`config.mk`:
```
export PLATFORM = sky130hd
export DESIGN_NAME = interrupt_controller
export DESIGN_NICKNAME = d
export VERILOG_FILES = /design/src/rtl/interrupt_controller_pkg.sv /design/src/rtl/interrupt_controller_sync_edge.sv /design/src/rtl/interrupt_controller.sv
export SDC_FILE = /design/constraint.sdc
export NUM_CORES = 1
export LEC_CHECK = 0
export BUFFER_PORTS_ARGS = -buffer_cell sky130_fd_sc_hd__buf_2
export CAP_MARGIN = 15
export CORE_AREA = 5 5 51 75
export DETAILED_ROUTE_END_ITERATION = 10
export DIE_AREA = 0 0 56 80
export PLACE_DENSITY = 0.53
export SYNTH_ARGS = -nofsm -noshare
export SYNTH_HDL_FRONTEND = slang
export SYNTH_HIERARCHICAL = 1
export SYNTH_SLANG_ARGS = --single-unit
```
`constraint.sdc`:
```
create_clock -name clk -period 1.8 [get_ports clk]
set_input_delay 0.27 -clock clk [delete_from_list [all_inputs] [get_ports clk]]
set_output_delay 0.27 -clock clk [all_outputs]
set_load 0.005 [all_outputs]
```
`src/rtl/interrupt_controller_pkg.sv`:
```
// Shared encodings and helpers for the interrupt controller: FSM states, ID width,
// and the fixed-priority (lowest index wins) encoder used for line selection.
package interrupt_controller_pkg;

    localparam int IC_NUM_IRQ = 4;
    localparam int IRQ_ID_W   = 2;

    typedef enum logic [1:0] {
        IC_IDLE    = 2'd0,
        IC_ASSERT  = 2'd1,
        IC_SERVICE = 2'd2
    } ic_state_e;

    // Scan from the top down so the lowest set index is the last one written.
    function automatic logic [IRQ_ID_W-1:0] irq_prio_enc(input logic [IC_NUM_IRQ-1:0] req);
        logic [IRQ_ID_W-1:0] id;
        id = '0;
        for (int i = IC_NUM_IRQ - 1; i >= 0; i--) begin
            if (req[i]) begin
                id = IRQ_ID_W'(i);
            end
        end
        return id;
    endfunction

    function automatic logic [IC_NUM_IRQ-1:0] irq_onehot(input logic [IRQ_ID_W-1:0] id);
        return IC_NUM_IRQ'(1) << id;
    endfunction

endpackage

```
`src/rtl/interrupt_controller_sync_edge.sv`:
```
// Per-line synchroniser plus previous-value flop; edge_pulse is high for one cycle on a
// synchronised 0->1 transition, SYNC_STAGES cycles after the line is first sampled high.
module irq_sync_edge #(
    parameter int SYNC_STAGES = 2
) (
    input  logic clk,
    input  logic reset,
    input  logic irq_async,
    output logic edge_pulse
);

    logic [SYNC_STAGES-1:0] sync_q;
    logic [SYNC_STAGES-1:0] sync_d;
    logic                   prev_q;
    logic                   prev_d;

    always_comb begin
        sync_d = {sync_q[SYNC_STAGES-2:0], irq_async};
        prev_d = sync_q[SYNC_STAGES-1];
    end

    always_ff @(posedge clk) begin
        if (reset) begin
            sync_q <= '0;
            prev_q <= 1'b0;
        end else begin
            sync_q <= sync_d;
            prev_q <= prev_d;
        end
    end

    assign edge_pulse = sync_q[SYNC_STAGES-1] & ~prev_q;

endmodule

```
`src/rtl/interrupt_controller.sv`:
```
// Latches synchronised irq edges as pending, masks them, and raises one registered NMI pulse
// per request; further requests wait until int_done ends the current service.
module interrupt_controller
    import interrupt_controller_pkg::*;
#(
    parameter int NUM_IRQ     = IC_NUM_IRQ,
    parameter int SYNC_STAGES = 2
) (
    input  logic                clk,
    input  logic                reset,
    input  logic [NUM_IRQ-1:0]  irq_in,
    input  logic                mask_we,
    input  logic [NUM_IRQ-1:0]  mask_wdata,
    input  logic                int_done,
    output logic                NMI,
    output logic [IRQ_ID_W-1:0] NMI_ID,
    output logic [NUM_IRQ-1:0]  pending,
    output logic [NUM_IRQ-1:0]  mask,
    output logic                in_service
);

    logic [NUM_IRQ-1:0]  edges;
    logic [NUM_IRQ-1:0]  pending_q, pending_d;
    logic [NUM_IRQ-1:0]  mask_q, mask_d;
    logic [NUM_IRQ-1:0]  req;
    logic [NUM_IRQ-1:0]  clr;
    logic [IRQ_ID_W-1:0] winner;
    logic                take;

    ic_state_e           state_q, state_d;
    logic                nmi_q, nmi_d;
    logic [IRQ_ID_W-1:0] nmi_id_q, nmi_id_d;
    logic                in_service_q, in_service_d;

    for (genvar i = 0; i < NUM_IRQ; i++) begin : g_sync
        irq_sync_edge #(
            .SYNC_STAGES(SYNC_STAGES)
        ) u_sync (
            .clk       (clk),
            .reset     (reset),
            .irq_async (irq_in[i]),
            .edge_pulse(edges[i])
        );
    end

    // Selection always sees the registered mask, so a same-cycle mask write takes effect next cycle.
    always_comb begin
        req    = pending_q & ~mask_q;
        winner = irq_prio_enc(req);
        take   = (state_q == IC_IDLE) && (req != '0);
        clr    = take ? irq_onehot(winner) : '0;
    end

    // Set after clear: a fresh edge on the line being granted keeps its pending bit.
    always_comb begin
        pending_d = (pending_q & ~clr) | edges;
        mask_d    = mask_we ? mask_wdata : mask_q;
    end

    always_ff @(posedge clk) begin
        if (reset) begin
            pending_q <= '0;
            mask_q    <= '1;
        end else begin
            pending_q <= pending_d;
            mask_q    <= mask_d;
        end
    end

    always_ff @(posedge clk) begin
        if (reset) begin
            state_q <= IC_IDLE;
        end else begin
            state_q <= state_d;
        end
    end

    always_comb begin
        state_d = state_q;
        case (state_q)
            IC_IDLE:    if (req != '0) state_d = IC_ASSERT;
            IC_ASSERT:  state_d = IC_SERVICE;
            IC_SERVICE: if (int_done) state_d = IC_IDLE;
            default:    state_d = IC_IDLE;
        endcase
    end

    always_comb begin
        nmi_d        = take;
        nmi_id_d     = take ? winner : nmi_id_q;
        in_service_d = in_service_q;
        case (state_q)
            IC_ASSERT:  in_service_d = 1'b1;
            IC_SERVICE: if (int_done) in_service_d = 1'b0;
            default:    in_service_d = in_service_q;
        endcase
    end

    always_ff @(posedge clk) begin
        if (reset) begin
            nmi_q        <= 1'b0;
            nmi_id_q     <= '0;
            in_service_q <= 1'b0;
        end else begin
            nmi_q        <= nmi_d;
            nmi_id_q     <= nmi_id_d;
            in_service_q <= in_service_d;
        end
    end

    assign NMI        = nmi_q;
    assign NMI_ID     = nmi_id_q;
    assign pending    = pending_q;
    assign mask       = mask_q;
    assign in_service = in_service_q;

endmodule
```
**After elaboration in Yosys (flattened, before gate mapping)**

Index checks and enable logic that the tools add are counted.

- Logic and storage cells: 48
- Register bits: 26

- Reduce and logical (&&, ||, !) cells: 6
- Equal/unequal tests: 4
- Muxes and demuxes: 10
- Shift operators: 1
- Bitwise operators: 13

Operator list:

| operator | number |
|---|---|
| 2-bit 2-to-1 mux | 6 |
| 4-bit bitwise AND | 2 |
| 4-bit NOT | 2 |
| 2-bit case mux with 3 select lines | 1 |
| 1-bit bitwise AND | 4 |
| 4-bit 2-to-1 mux | 1 |
| 1-bit NOT | 4 |
| 4-bit OR | 1 |
| 2-bit AND reduction | 2 |
| 4-bit nonzero test | 1 |
| 1-bit by 2-bit << shifter with 4-bit output, first input constant | 1 |
| 2-bit by 1-bit equality test with 1-bit output, second input constant | 1 |
| 2-bit equality test, second input constant | 1 |
| 2-bit zero test | 1 |
| 2-bit by 1-bit inequality test with 1-bit output, second input constant | 1 |
| 2-bit inequality test, second input constant | 1 |
| 1-bit case mux with 2 select lines | 1 |
| 2-bit nonzero test | 1 |
| 1-bit logical AND | 1 |
| 1-bit 2-to-1 mux | 1 |

**Depth between registers and ports, before layout**

Gate-level depths: netlist of the first run.

- Word-level depth: 11
- Depth in mapped cells: 4

**By module**

Netlist of the first run, hierarchy kept.

Modules (own cells, without submodules):

| module | instances | cells each | area each (um^2) | sequential area each (um^2) |
|---|---|---|---|---|
| interrupt_controller | 1 | 63 | 598.1 | 280.3 |
| irq_sync_edge | 4 | 7 | 87.6 | 60.1 |

**Worst setup path after synthesis of the first run**

Ideal clock, no wire load.

- Kind: flip-flop to flip-flop
- Start: reg mask_q[1], in the netlist mask[1]
- End: reg nmi_id_q[0], in the netlist NMI_ID[0]
- Data required time: 1679 ps
- Path buffers: 0
- Cell stages (with the launch flop): 5
- Library setup time: 121 ps
- Path slack: 605 ps
- Arrival time: 1074 ps
- Path through: dfxtp_1 nor2b_4 nand2b_4 o21ai_4 mux2_4

- Cells in the longest elaborated chain, start to end: 4
- Elaborated cells between the ends (all ways): 6

RTL lines:

| element | line | text |
|---|---|---|
| start, declared | interrupt_controller.sv:24 | `logic [NUM_IRQ-1:0] mask_q, mask_d;` |
| start signal, assigned | interrupt_controller.sv:66 | `mask_q <= mask_d;` |
| 4-bit NOT (*) | interrupt_controller.sv:48 | `req = pending_q & ~mask_q;` |
| 4-bit bitwise AND (*) | interrupt_controller.sv:48 |  |
| 2-bit 2-to-1 mux / 4-bit nonzero test (equally long branches) | interrupt_controller_pkg.sv:19, interrupt_controller.sv:50 |  |
| 2-bit 2-to-1 mux / 1-bit logical AND (equally long branches) | interrupt_controller_pkg.sv:19, interrupt_controller.sv:50 |  |
| end signal, assigned | interrupt_controller.sv:106 | `nmi_id_q <= nmi_id_d;` |
| end, declared | interrupt_controller.sv:32 | `logic [IRQ_ID_W-1:0] nmi_id_q, nmi_id_d;` |

Mark *: on every way between the ends. The rest lies on a longest branch, timed or not.
A chain may end at the register's enable or synchronous reset.

**Final worst setup path of the first run**

Same ends and word-level chain as after synthesis.

==> key figures, run 1 <==
Global routing
  • First-pass GRT wire length: 3.029 mm
  • Gr usage total: 0.08568
  • Vias in the first global route: 682
  • Initial antenna violation count: 0
  • Grt ovf: 0
  • Largest net degree at the start of global routing: 16

Yosys
  • Post-synth EDFFs: 0
  • Net count after synthesis: 103
  • Most common cell in the netlist: dfxtp_1
  • Yosys top cell by area: dfxtp_1
  • Synth top cells by count: 26 x dfxtp_1, 14 x nor2b_1, 7 x inv_1, 7 x nand2_1, 5 x a21oi_1
  • Seq/Total Area, Yosys: 0.5488
  • Share of the synthesized area in the top cell type: 0.5488
  • Synth warnings: 6
  • Prevailing post-synth register cell: dfxtp_1
  • Synth area leaders: dfxtp_1 55%, nor2b_1 9.2%, nor2b_2 3.7%
  • FFs w/ async S/R, synth: 0
  • Mapped Area: 948.4 sq um
  • FF+latch count, synth: 26
  • Mapped Cells: 91
  • Synth unique cells: 26
  • Mean Syn Cell Area: 10.42 sq um

STA
  • Min cycle time layout: 1.225 ns
  • Final Hold Viols: 0
  • Final Max Slew Viols: 0
  • Setup TNS: 0 ns
  • RSZ-0062 raised after global routing: no
  • Setup Skew: 0.005516 ns
  • Worst-Margin Slew: 0.3014 ns
  • Period utilization: 0.6806
  • Setup Viol. Count Final: 0
  • Max Freq: 816.2 MHz
  • Rel. slew slack: 0.7964

CTS
  • Htree depth: 1
  • CTS tree: built
  • Reg clk slew, reported paths: 0.09 ns
  • CTS root buf: clkbuf_8
  • Num CTS Buffers: 3
  • Clock Path Buffers: 2
  • Clk sink count: 26
  • Worst-Skew Late Latency: 0.26 ns
  • Postcts setup bufs: 0
  • Cts repair resizes: 0
  • Post-CTS Hold Buffers: 0

Layout
  • Antenna diodes: 0
  • Layout cells sized above 1: 0.3504
  • Design area: 1185 sq um
  • Synth-to-Final Area Change: 24.93%
  • Final core occ: 0.3826
  • Number of nets in the layout: 130

Critical path
  • Critical Path Sink Type: flop
  • CP max-delay cell: dfxtp_1
  • Worst path cell trace: nor2b_4, nand2b_4, o21ai_4, mux2_4
  • CP Class: flop to flop
  • Worst endpoint required time: 1.96 ns
  • WP buf/inv: 0
  • CP top delay family: flip-flops
  • Critical path fanouts, max: 4
  • Critical path arrival: 1.38 ns
  • CP Launch Type: flop
  • Crit-path max cell delay: 0.41 ns

Drt
  • Vias after detailed routing: 673
  • Drt total wl: 1.749 mm
  • Vias per cell: 4.287
  • Avg WL per Cell: 11.14 um
  • Routed Antenna Nets: 0
  • Initial drt markers: 8
  • DRT Pass-1 Iters: 4
  • # DRC: 0

Floorplan
  • I/O pins: 24
  • FP Rows: 25
  • Core area: 3097 sq um
  • Die Span X: 56 um
  • DIE AREA: 4480 sq um
  • Initial Utilization: 0.3063
  • Die H: 80 um

Power
  • Switching pwr: 0.2310 mW
  • Clock Power Share: 0.401
  • Internal Pwr Total: 0.9424 mW
  • PwrDens: 990.3 nW/um^2
  • Leak: 0.5306 nW
  • Sw frac: 0.1968
  • Comb pwr share: 0.075
  • Sequential share of power: 0.524
  • VDD IR max: 0.5482 mV

Min path
  • Worst Hold Class: primary input to flop

Job
  • MaxCap Viol Count: 0

Place
  • HPWL after DPL: 1.316 mm
  • I/O Buffers: 23
  • RePlAce Congestion: 0.8040
  • Post-DP Area: 1114 sq um

Outcome
  • Status: complete, no violations
## cells by family after synthesis
family          after synthesis  synth area share
compound gates               14            0.1108
buf+inv                       9           0.03563
flops                        26            0.5488
mux                           4           0.04749
simple gates                 38            0.2573
## stage by stage
step | worst slack, ns | total power [mW] | hold slack (ns) | std cells
final | 0.5749 | 1.173 | 0.2047 | 157
after global placement | 0.6043 | 0.7157 | 0.4197 | 153
after floorplan | 0.6050 | 0.6774 | 0.3416 | 91
after detailed placement | 0.5764 | 0.7175 | 0.4299 | 153
after global routing | 0.4994 | 1.242 | 0.1809 | 157
after CTS | 0.5616 | 1.194 | 0.1887 | 157
## registers in the layout, indices dropped and copies added (netlist names)
| signal | flops |
|---|---|
| in_service | 1 |
| mask | 4 |
| g_sync.u_sync/sync_q | 8 |
| g_sync.u_sync/prev_q | 4 |
| NMI_ID | 2 |
| pending | 4 |
| state_q | 2 |
| NMI | 1 |
## placed cells by master (no fill, tap or decap)
| cell | synthesis | routed |
|---|---|---|
| nor2b_2 | 4 | 4 |
| mux2_4 | 1 | 1 |
| o21ai_0 | 1 | 1 |
| nor2_1 | 4 | 4 |
| bufinv_16 | 0 | 1 |
| a221oi_1 | 1 | 1 |
| nand2b_2 | 1 | 1 |
| o21ai_4 | 1 | 1 |
| nand2b_4 | 2 | 2 |
| dfxtp_1 | 26 | 26 |
| o21ai_2 | 1 | 1 |
| buf_4 | 0 | 1 |
| o31ai_1 | 1 | 1 |
| mux2i_1 | 3 | 3 |
| a21oi_1 | 5 | 5 |
| a32o_2 | 1 | 1 |
| nor2b_4 | 1 | 1 |
| or3_1 | 1 | 1 |
| nand2_1 | 7 | 7 |
| o211ai_1 | 1 | 1 |
| nor2_2 | 1 | 1 |
| o41ai_1 | 1 | 1 |
| inv_1 | 7 | 7 |
| nor2b_1 | 14 | 14 |
| nand2b_1 | 2 | 2 |
| buf_2 | 0 | 23 |
| a31oi_1 | 1 | 1 |
| nor3_1 | 1 | 1 |
| clkbuf_8 | 0 | 3 |
## worst reg2reg max path: stages (launching register included)
cell and delay, ns:
dfxtp_1 0.41, nor2b_4 0.06, nand2b_4 0.16, o21ai_4 0.18, mux2_4 0.31
## path summary, 6_finish.rpt
kind	start	end	slack [ns]	cells after the start
worst min-delay path	int_done	in_service	0.20	2
worst max register to register	mask[1]	NMI_ID[0]	0.57	4
worst max-delay path	mask[1]	NMI_ID[0]	0.57	4
worst min register to register	g_sync[0].u_sync/sync_q[0]	g_sync[0].u_sync/sync_q[1]	0.44	1
## routing by layer
layer	part of all wire	global-route usage
met1	0.43	0.1022
met2	0.51	0.1393
met3	0.059	0.02427
met4	0.0086	0.04276
met5	0	0
## power by group through the flow
stage / clock network, mW / logic [mW] / registers [mW]
6_report: 0.471 / 0.0876 / 0.615
4_1_cts: 0.490 / 0.0890 / 0.616
3_5_place_dp: 0 / 0.0888 / 0.629
5_1_grt: 0.523 / 0.0987 / 0.620
2_1_floorplan: 0 / 0.0497 / 0.628
3_3_place_gp: 0 / 0.0876 / 0.628
## layout make-up
type                            instances  area (sq um)
Multi-Input combinational cell         56         394.1
Sequential cell                        26         520.5
Timing Repair Buffer                   24         122.6
Clock inverter                          1         30.03
Inverter                                7         26.28
Tap cell                               40         50.05
Fill cell                             309          1912
Clock buffer                            3         41.29
Power figures use the tool's default switching activity.
==> run 2: changes to the inputs <==
Settings changed: ABC_AREA set to 1, CORE_AREA 5 5 51 75 to 5 5 50 74, DIE_AREA 0 0 56 80 to 0 0 55 79, PLACE_DENSITY 0.53 to 0.55.
Clock period 1.8 ns to 1 ns, I/O delays scaled along.
==> run 2 against run 1 <==
  * The run now ends with setup timing left
  * Synthesized cell count rose by 23%
  * Fmax rose by 20%
  * Clock-buffer cell count did not move
  * Non-clock buffer count rose by 15
  * Setup slack got worse by 0.60 ns
  * Combinational power rose to 2.7 times the previous value
  * Sequential share of layout area fell by 4.4 points
  * Clock power rose by 17%
  * Highest routed layer unchanged
  * Critical endpoint is now pending[3]
  * Cell count rose by 23%
==> key figures, run 2 <==
Outcome
  • Status: finished with violations
  • Failing checks: setup timing

Yosys
  • Mapped Area: 918.4 sq um (-3.2%)
  • Post-synth EDFFs: 0 (unchanged)
  • Most common cell in the netlist: dfxtp_1
  • Synth unique cells: 17 (-35%)
  • Synth warnings: 6 (unchanged)
  • Synth area leaders: dfxtp_1 57%, inv_1 9.4%, nor2_1 8.6%
  • Synth top cells by count: 26 x dfxtp_1, 23 x inv_1, 21 x nor2_1, 10 x a21oi_1, 8 x nand2_1
  • Share of the synthesized area in the top cell type: 0.5668 (+0.01794)
  • Seq/Total Area, Yosys: 0.5668 (+0.01794)
  • Prevailing post-synth register cell: dfxtp_1
  • Net count after synthesis: 124 (+20%)
  • Mean Syn Cell Area: 8.200 sq um (-21%)
  • Yosys top cell by area: dfxtp_1
  • FF+latch count, synth: 26 (unchanged)
  • Mapped Cells: 112 (+23%)
  • FFs w/ async S/R, synth: 0 (unchanged)

STA
  • Min setup slack post-route: -0.02373 ns (-0.5986 ns)
  • Min cycle time layout: 1.024 ns (-0.2014 ns)
  • Final Hold Viols: 0 (unchanged)
  • Period utilization: 1.024 (+0.3431)
  • Setup TNS: -0.04513 ns (-0.04513 ns)
  • Final Max Slew Viols: 0 (unchanged)
  • Min Hold Slack: 0.08753 ns (-0.1172 ns)
  • Setup Skew: 0.002111 ns (-0.003406 ns)
  • Setup Viol. Count Final: 3 (+3)
  • Max Freq: 976.8 MHz (+20%)
  • Worst-Margin Slew: 0.4733 ns (+0.1718 ns)
  • RSZ-0062 raised after global routing: yes
  • Rel. slew slack: 0.6845 (-0.1119)

Place
  • HPWL after DPL: 1.348 mm (+2.4%)
  • RePlAce Congestion: 0.7244 (-9.9%)
  • I/O Buffers: 23 (unchanged)
  • DP Cell Count: 182 (+19%)

CTS
  • Htree depth: 1 (unchanged)
  • CTS tree: built
  • Reg clk slew, reported paths: 0.08 ns (about the same)
  • Clock Path Buffers: 2 (unchanged)
  • Worst-Skew Late Latency: 0.26 ns (about the same)
  • Clk sink count: 26 (unchanged)
  • CTS root buf: clkbuf_8
  • Num CTS Buffers: 3 (unchanged)

Layout
  • Largest reg by FF count: g_sync.u_sync/sync_q
  • Antenna diodes: 0 (unchanged)
  • Layout cells sized above 1: 0.4641 (+0.1136)
  • Fin cells: 193 (+23%)
  • Most common cell after layout, fill and taps aside: nor2_1
  • Commonest cells after routing, fill and taps aside: 21 x nor2_1, 20 x inv_1, 17 x dfxtp_1, 17 x buf_2, 11 x buf_4
  • Synth-to-Final Area Change: 46.32%
  • Number of nets in the layout: 167 (+28%)
  • Fillers: 303 (-1.9%)
  • Max FFs per register: 8 (unchanged)

Floorplan
  • Core area: 3034 sq um (-2.0%)
  • FP Rows: 25 (unchanged)
  • Die Span X: 55 um (-1.8%)
  • Die H: 79 um (-1.3%)
  • I/O pins: 24 (unchanged)
  • DIE AREA: 4345 sq um (-3.0%)
  • Initial Utilization: 0.3027 (-0.003582)

Global routing
  • Grt ovf: 0 (unchanged)
  • Largest net degree at the start of global routing: 27 (+11)
  • Initial antenna violation count: 0 (unchanged)
  • First-pass GRT wire length: 3.332 mm (+10%)
  • Gr usage total: 0.1039 (+0.01824)
  • Vias in the first global route: 811 (+19%)

Drt
  • Avg WL per Cell: 10.18 um (-8.6%)
  • Drt total wl: 1.965 mm (+12%)
  • DRT Pass-1 Iters: 4 (unchanged)
  • Vias after detailed routing: 833 (+24%)
  • Routed Antenna Nets: 0 (unchanged)
  • Initial drt markers: 11 (+3)
  • Vias per cell: 4.316 (+0.69%)
  • # DRC: 0 (unchanged)

Critical path
  • Worst path cell trace: inv_2, nand2_2, nand2_2, nor2_2, nor2_2, nand2_1, nand2_1, a21oi_2
  • CP Class: flop to flop
  • WP buf/inv: 1 (+1)
  • Crit-path max cell delay: 0.33 ns (-0.08 ns)
  • Critical Path Sink Type: flop
  • CP top delay family: simple AND/OR/NAND/NOR gates
  • Critical path fanouts, max: 3 (-1)
  • Worst endpoint required time: 1.13 ns (-0.83 ns)
  • CP max-delay cell: dfxtp_2
  • Critical path arrival: 1.16 ns (-0.22 ns)
  • CP Launch Type: flop

Min path
  • Worst Hold Class: primary input to flop

Power
  • VDD IR max: 0.8819 mV (+61%)
  • Leak: 0.6863 nW (+29%)
  • PwrDens: 1413 nW/um^2 (+43%)

Job
  • MaxCap Viol Count: 0 (unchanged)
## run 2: changes by cell type after synthesis, sizes merged, moves of 2 or more
cell	before	now
inv	7	25
nand2b	5	0
o21ai	3	6
nand4	0	3
nor2	5	24
clkbuf	2	0
nor2b	19	0
mux2i	3	0
nand2	7	12
a21oi	5	12
## run 2: worst reg2reg max path, cell delays in order (launching register included)
cell,delay [ns]
dfxtp_2,0.33
inv_2,0.06
nand2_2,0.06
nand2_2,0.08
nor2_2,0.04
nor2_2,0.13
nand2_1,0.07
nand2_1,0.07
a21oi_2,0.05
## run 2: per-stage QoR
stage / instance area (sq um) / setup slack, ns / utilization / power, mW
2_1_floorplan: 918.4 / 0.04002 / - / 1.214
3_3_place_gp: 1139 / -0.01920 / 0.3753 / 1.308
3_5_place_dp: 1139 / -0.04909 / 0.3753 / 1.316
4_1_cts: 1261 / -0.01708 / 0.4157 / 1.903
5_1_grt: 1344 / -0.1203 / 0.4429 / 2.015
6_report: 1344 / -0.02373 / 0.4429 / 1.899
## run 2: logic make-up (layout without fill, tap and decap cells)
kind of cell           count (synthesis)  in the layout  share of synthesized area
buffers and inverters                 26             67                     0.1076
AOI/OAI and AO/OA                     19             19                     0.1145
DFF                                   26             26                     0.5668
and+or+nand+nor                       41             41                     0.2112
## run 2: layer usage
layer | track usage | vias up | share of wire
li1 | - | 422 | -
met1 | 0.1106 | 395 | 0.38
met2 | 0.1801 | 14 | 0.56
met3 | 0.02627 | 2 | 0.052
met4 | 0.05109 | 0 | 0.0097
met5 | 0 | - | 0
## run 2: what timing repair did
item | CTS | global route
resized for setup | 14 | 16
setup endpoints to repair | 4 | 12
hold buffers | 0 | 0
hold endpoints to repair | 0 | 0
setup buffers | 6 | 2
pin swaps | 3 | 5
## run 2: report_power, final
group          switching (mW)  leakage [nW]  total [mW]  internal, mW
Sequential             0.0266         0.215        1.11          1.09
Clock                   0.283        0.0216       0.551         0.269
Combinational           0.112         0.450       0.235         0.123
Total                   0.421         0.686        1.90          1.48
## run 2: worst paths after layout
check	startpoint	endpoint	slack, ns	depth (start not counted)
worst max-delay path	mask[2]	pending[3]	-0.02	8
worst min-delay path	irq_in[3]	g_sync[3].u_sync/sync_q[0]	0.09	3
worst max register to register	mask[2]	pending[3]	-0.02	8
worst min register to register	g_sync[3].u_sync/sync_q[0]	g_sync[3].u_sync/sync_q[1]	0.41	2
## run 2: final cells by class
type                            count  area [sq um]  share of cell area
Sequential cell                    26         531.8              0.3957
Clock buffer                        3         41.29             0.03073
Multi-Input combinational cell     60         326.6              0.2430
Tap cell                           40         50.05             0.03724
Timing Repair Buffer               39         300.3              0.2235
Inverter                           25         93.84             0.06983
==> run 3: changes to the inputs <==
Settings changed: CORE_AREA 5 5 50 74 to 5 5 44 64, DIE_AREA 0 0 55 79 to 0 0 49 69, PLACE_DENSITY 0.55 to 0.7.
==> run 3 against run 2 <==
  * The flow still finishes with violations (setup timing)
  * Critical path depth is 6 lower
  * Fmax is 1.9% lower
  * Clock skew is 0.0013 ns lower
  * Die area is 22% lower
  * Critical path type is now flop to output pin
  * Largest power group unchanged
==> key figures, run 3 (same netlist as run 2, synthesis figures left out) <==
Critical path
  • Reg2reg setup slack: -0.01 ns (about the same)
  • Worst r2r src: mask[2]
  • Critical path fanouts, max: 2 (-1)
  • CP Launch Type: flop
  • Critical path arrival: 0.89 ns (-0.27 ns)
  • CP Class: flop to output pin
  • Worst endpoint required time: 0.85 ns (-0.28 ns)
  • Reg2reg end: NMI_ID[1]
  • Critical Path Sink Type: output pin
  • Worst r2r path cells: 8 (unchanged)

Layout
  • Synth-to-Final Area Change: 39.65%
  • Design area: 1282 sq um (-4.6%)
  • Largest reg by FF count: g_sync.u_sync/sync_q
  • Commonest cells after routing, fill and taps aside: 21 x nor2_1, 20 x inv_1, 19 x buf_2
  • Final core occ: 0.5811 (+0.1382)
  • Antenna diodes: 0 (unchanged)
  • Layout cells sized above 1: 0.4497 (-0.01439)
  • Max FFs per register: 8 (unchanged)
  • Number of nets in the layout: 163 (-2.4%)
  • Most common cell after layout, fill and taps aside: nor2_1

CTS
  • CTS root buf: clkbuf_4
  • Worst-Skew Late Latency: 0.31 ns (+0.05 ns)
  • Htree depth: 1 (unchanged)
  • Clock Path Buffers: 2 (unchanged)
  • Reg clk slew, reported paths: 0.12 ns (+0.04 ns)
  • Clk sink count: 26 (unchanged)
  • CTS tree: built
  • Num CTS Buffers: 3 (unchanged)

Outcome
  • Status: finished with violations
  • Failing checks: setup timing

STA
  • Final Hold Viols: 0 (unchanged)
  • Setup Viol. Count Final: 6 (+3)
  • Min cycle time layout: 1.044 ns (+0.02024 ns)
  • Rel. slew slack: 0.7014 (+0.01691)
  • Min setup slack post-route: -0.04398 ns (-0.02024 ns)
  • Final Max Slew Viols: 0 (unchanged)
  • Period utilization: 1.044 (+0.02024)
  • RSZ-0062 raised after global routing: yes
  • Worst-Margin Slew: 0.4479 ns (-0.02537 ns)
  • Setup Skew: 0.0008353 ns (-0.001275 ns)
  • Max Freq: 957.9 MHz (-1.9%)

Drt
  • Vias per cell: 4.610 (+6.8%)
  • Routed Antenna Nets: 0 (unchanged)
  • Avg WL per Cell: 10.98 um (+7.9%)
  • # DRC: 0 (unchanged)
  • Initial drt markers: 17 (+6)
  • Drt total wl: 1.889 mm (-3.9%)
  • Vias after detailed routing: 793 (-4.8%)
  • DRT Pass-1 Iters: 4 (unchanged)

Floorplan
  • Die Span X: 49 um (-11%)
  • Initial Utilization: 0.4161 (+0.1134)
  • DIE AREA: 3381 sq um (-22%)
  • Die H: 69 um (-13%)
  • FP Rows: 21 (-16%)
  • I/O pins: 24 (unchanged)
  • Core area: 2207 sq um (-27%)

Job
  • MaxCap Viol Count: 0 (unchanged)

Power
  • Internal Pwr Total: 1.342 mW (-9.2%)
  • Clock Power Share: 0.237 (-0.053)
  • Leak: 0.6736 nW (-1.9%)
  • Switching pwr: 0.4154 mW (-1.4%)
  • VDD IR max: 0.8725 mV (-1.1%)
  • Comb pwr share: 0.128 (+0.004)
  • Sequential share of power: 0.635 (+0.049)
  • Sw frac: 0.2364 (+0.01460)
  • PwrDens: 1370 nW/um^2 (-3.1%)

Min path
  • Min-Delay Endpoint: in_service
  • Worst Hold Class: primary input to flop
  • Hold Path Depth: 2 (-1)
  • Hold Startpoint: int_done

Place
  • HPWL after DPL: 1.264 mm (-6.3%)
  • RePlAce Congestion: 0.7546 (+4.2%)
  • I/O Buffers: 23 (unchanged)
  • Post-DP Area: 1102 sq um (-3.2%)

Global routing
  • Initial antenna violation count: 0 (unchanged)
  • Largest net degree at the start of global routing: 27 (unchanged)
  • Grt ovf: 0 (unchanged)
  • First-pass GRT wire length: 3.091 mm (-7.2%)
  • Vias in the first global route: 771 (-4.9%)
  • Gr usage total: 0.1148 (+0.01088)
## run 3: changes by cell type in the layout (fill, tap and decap cells not counted), moves of 2 or more
cell,change
nor2_2,-2
nor2_4,+2
a21oi_2,-2
buf_2,+2
clkbuf_4,+3
nand2_4,+3
buf_4,-6
nand2_2,-3
clkbuf_8,-3
a21oi_1,+2
## run 3: repair_timing
action / in CTS / in global routing
setup buffers: 3 / 3
hold buffers: 0 / 0
resized for setup: 23 / 14
setup endpoints to repair: 7 / 13
pin swaps: 4 / 11
## run 3: power groups by stage
stage	registers (mW)	logic, mW	clock network (mW)
2_1_floorplan	1.13	0.0829	0
4_1_cts	1.11	0.204	0.434
3_5_place_dp	1.13	0.179	0
5_1_grt	1.12	0.252	0.497
3_3_place_gp	1.13	0.173	0
6_report	1.11	0.225	0.417
## run 3: layer usage
layer  wire, um  track usage  vias to the layer above
li1           -            -                      414
met1        677       0.1141                      356
met2       1065       0.2093                       18
met3        109      0.03448                        5
met4         37      0.05389                        0
met5          0            0                        -
## run 3: final cells by class
class / instances / area (sq um)
Timing Repair Buffer: 35 / 256.5
Fill cell: 213 / 924.6
Inverter: 25 / 93.84
Sequential cell: 26 / 533.0
Tap cell: 23 / 28.78
Clock buffer: 3 / 22.52
Multi-Input combinational cell: 60 / 347.8
## run 3: worst max-delay path, stage by stage (launching register included)
cell and delay, ns:
dfxtp_2 0.36, buf_6 0.12, buf_6 0.10
## run 3: worst max path at each step
stage | start | endpoint | slack, ns | depth (start not counted)
6_report | pending[2] | pending[2] | -0.04 | 2
5_1_grt | pending[2] | pending[2] | -0.10 | 2
4_1_cts | pending[0] | pending[0] | -0.04 | 2
3_5_place_dp | mask[3] | NMI_ID[1] | -0.06 | 8
3_3_place_gp | mask[3] | NMI_ID[1] | -0.009 | 8
2_1_floorplan | mask[0] | NMI_ID[0] | 0.04 | 8
## run 3: per-stage QoR
stage	std cells	hold WS [ns]	worst slack, ns	power (mW)	TNS [ns]
5_1_grt	172	0.01615	-0.1012	1.870	-0.7182
3_3_place_gp	163	0.3509	-0.009326	1.298	-0.01500
3_5_place_dp	163	0.3581	-0.05807	1.306	-0.1390
6_report	172	0.02104	-0.04398	1.757	-0.1751
2_1_floorplan	112	0.2212	0.04002	1.214	0
4_1_cts	169	0.01659	-0.04233	1.750	-0.1905
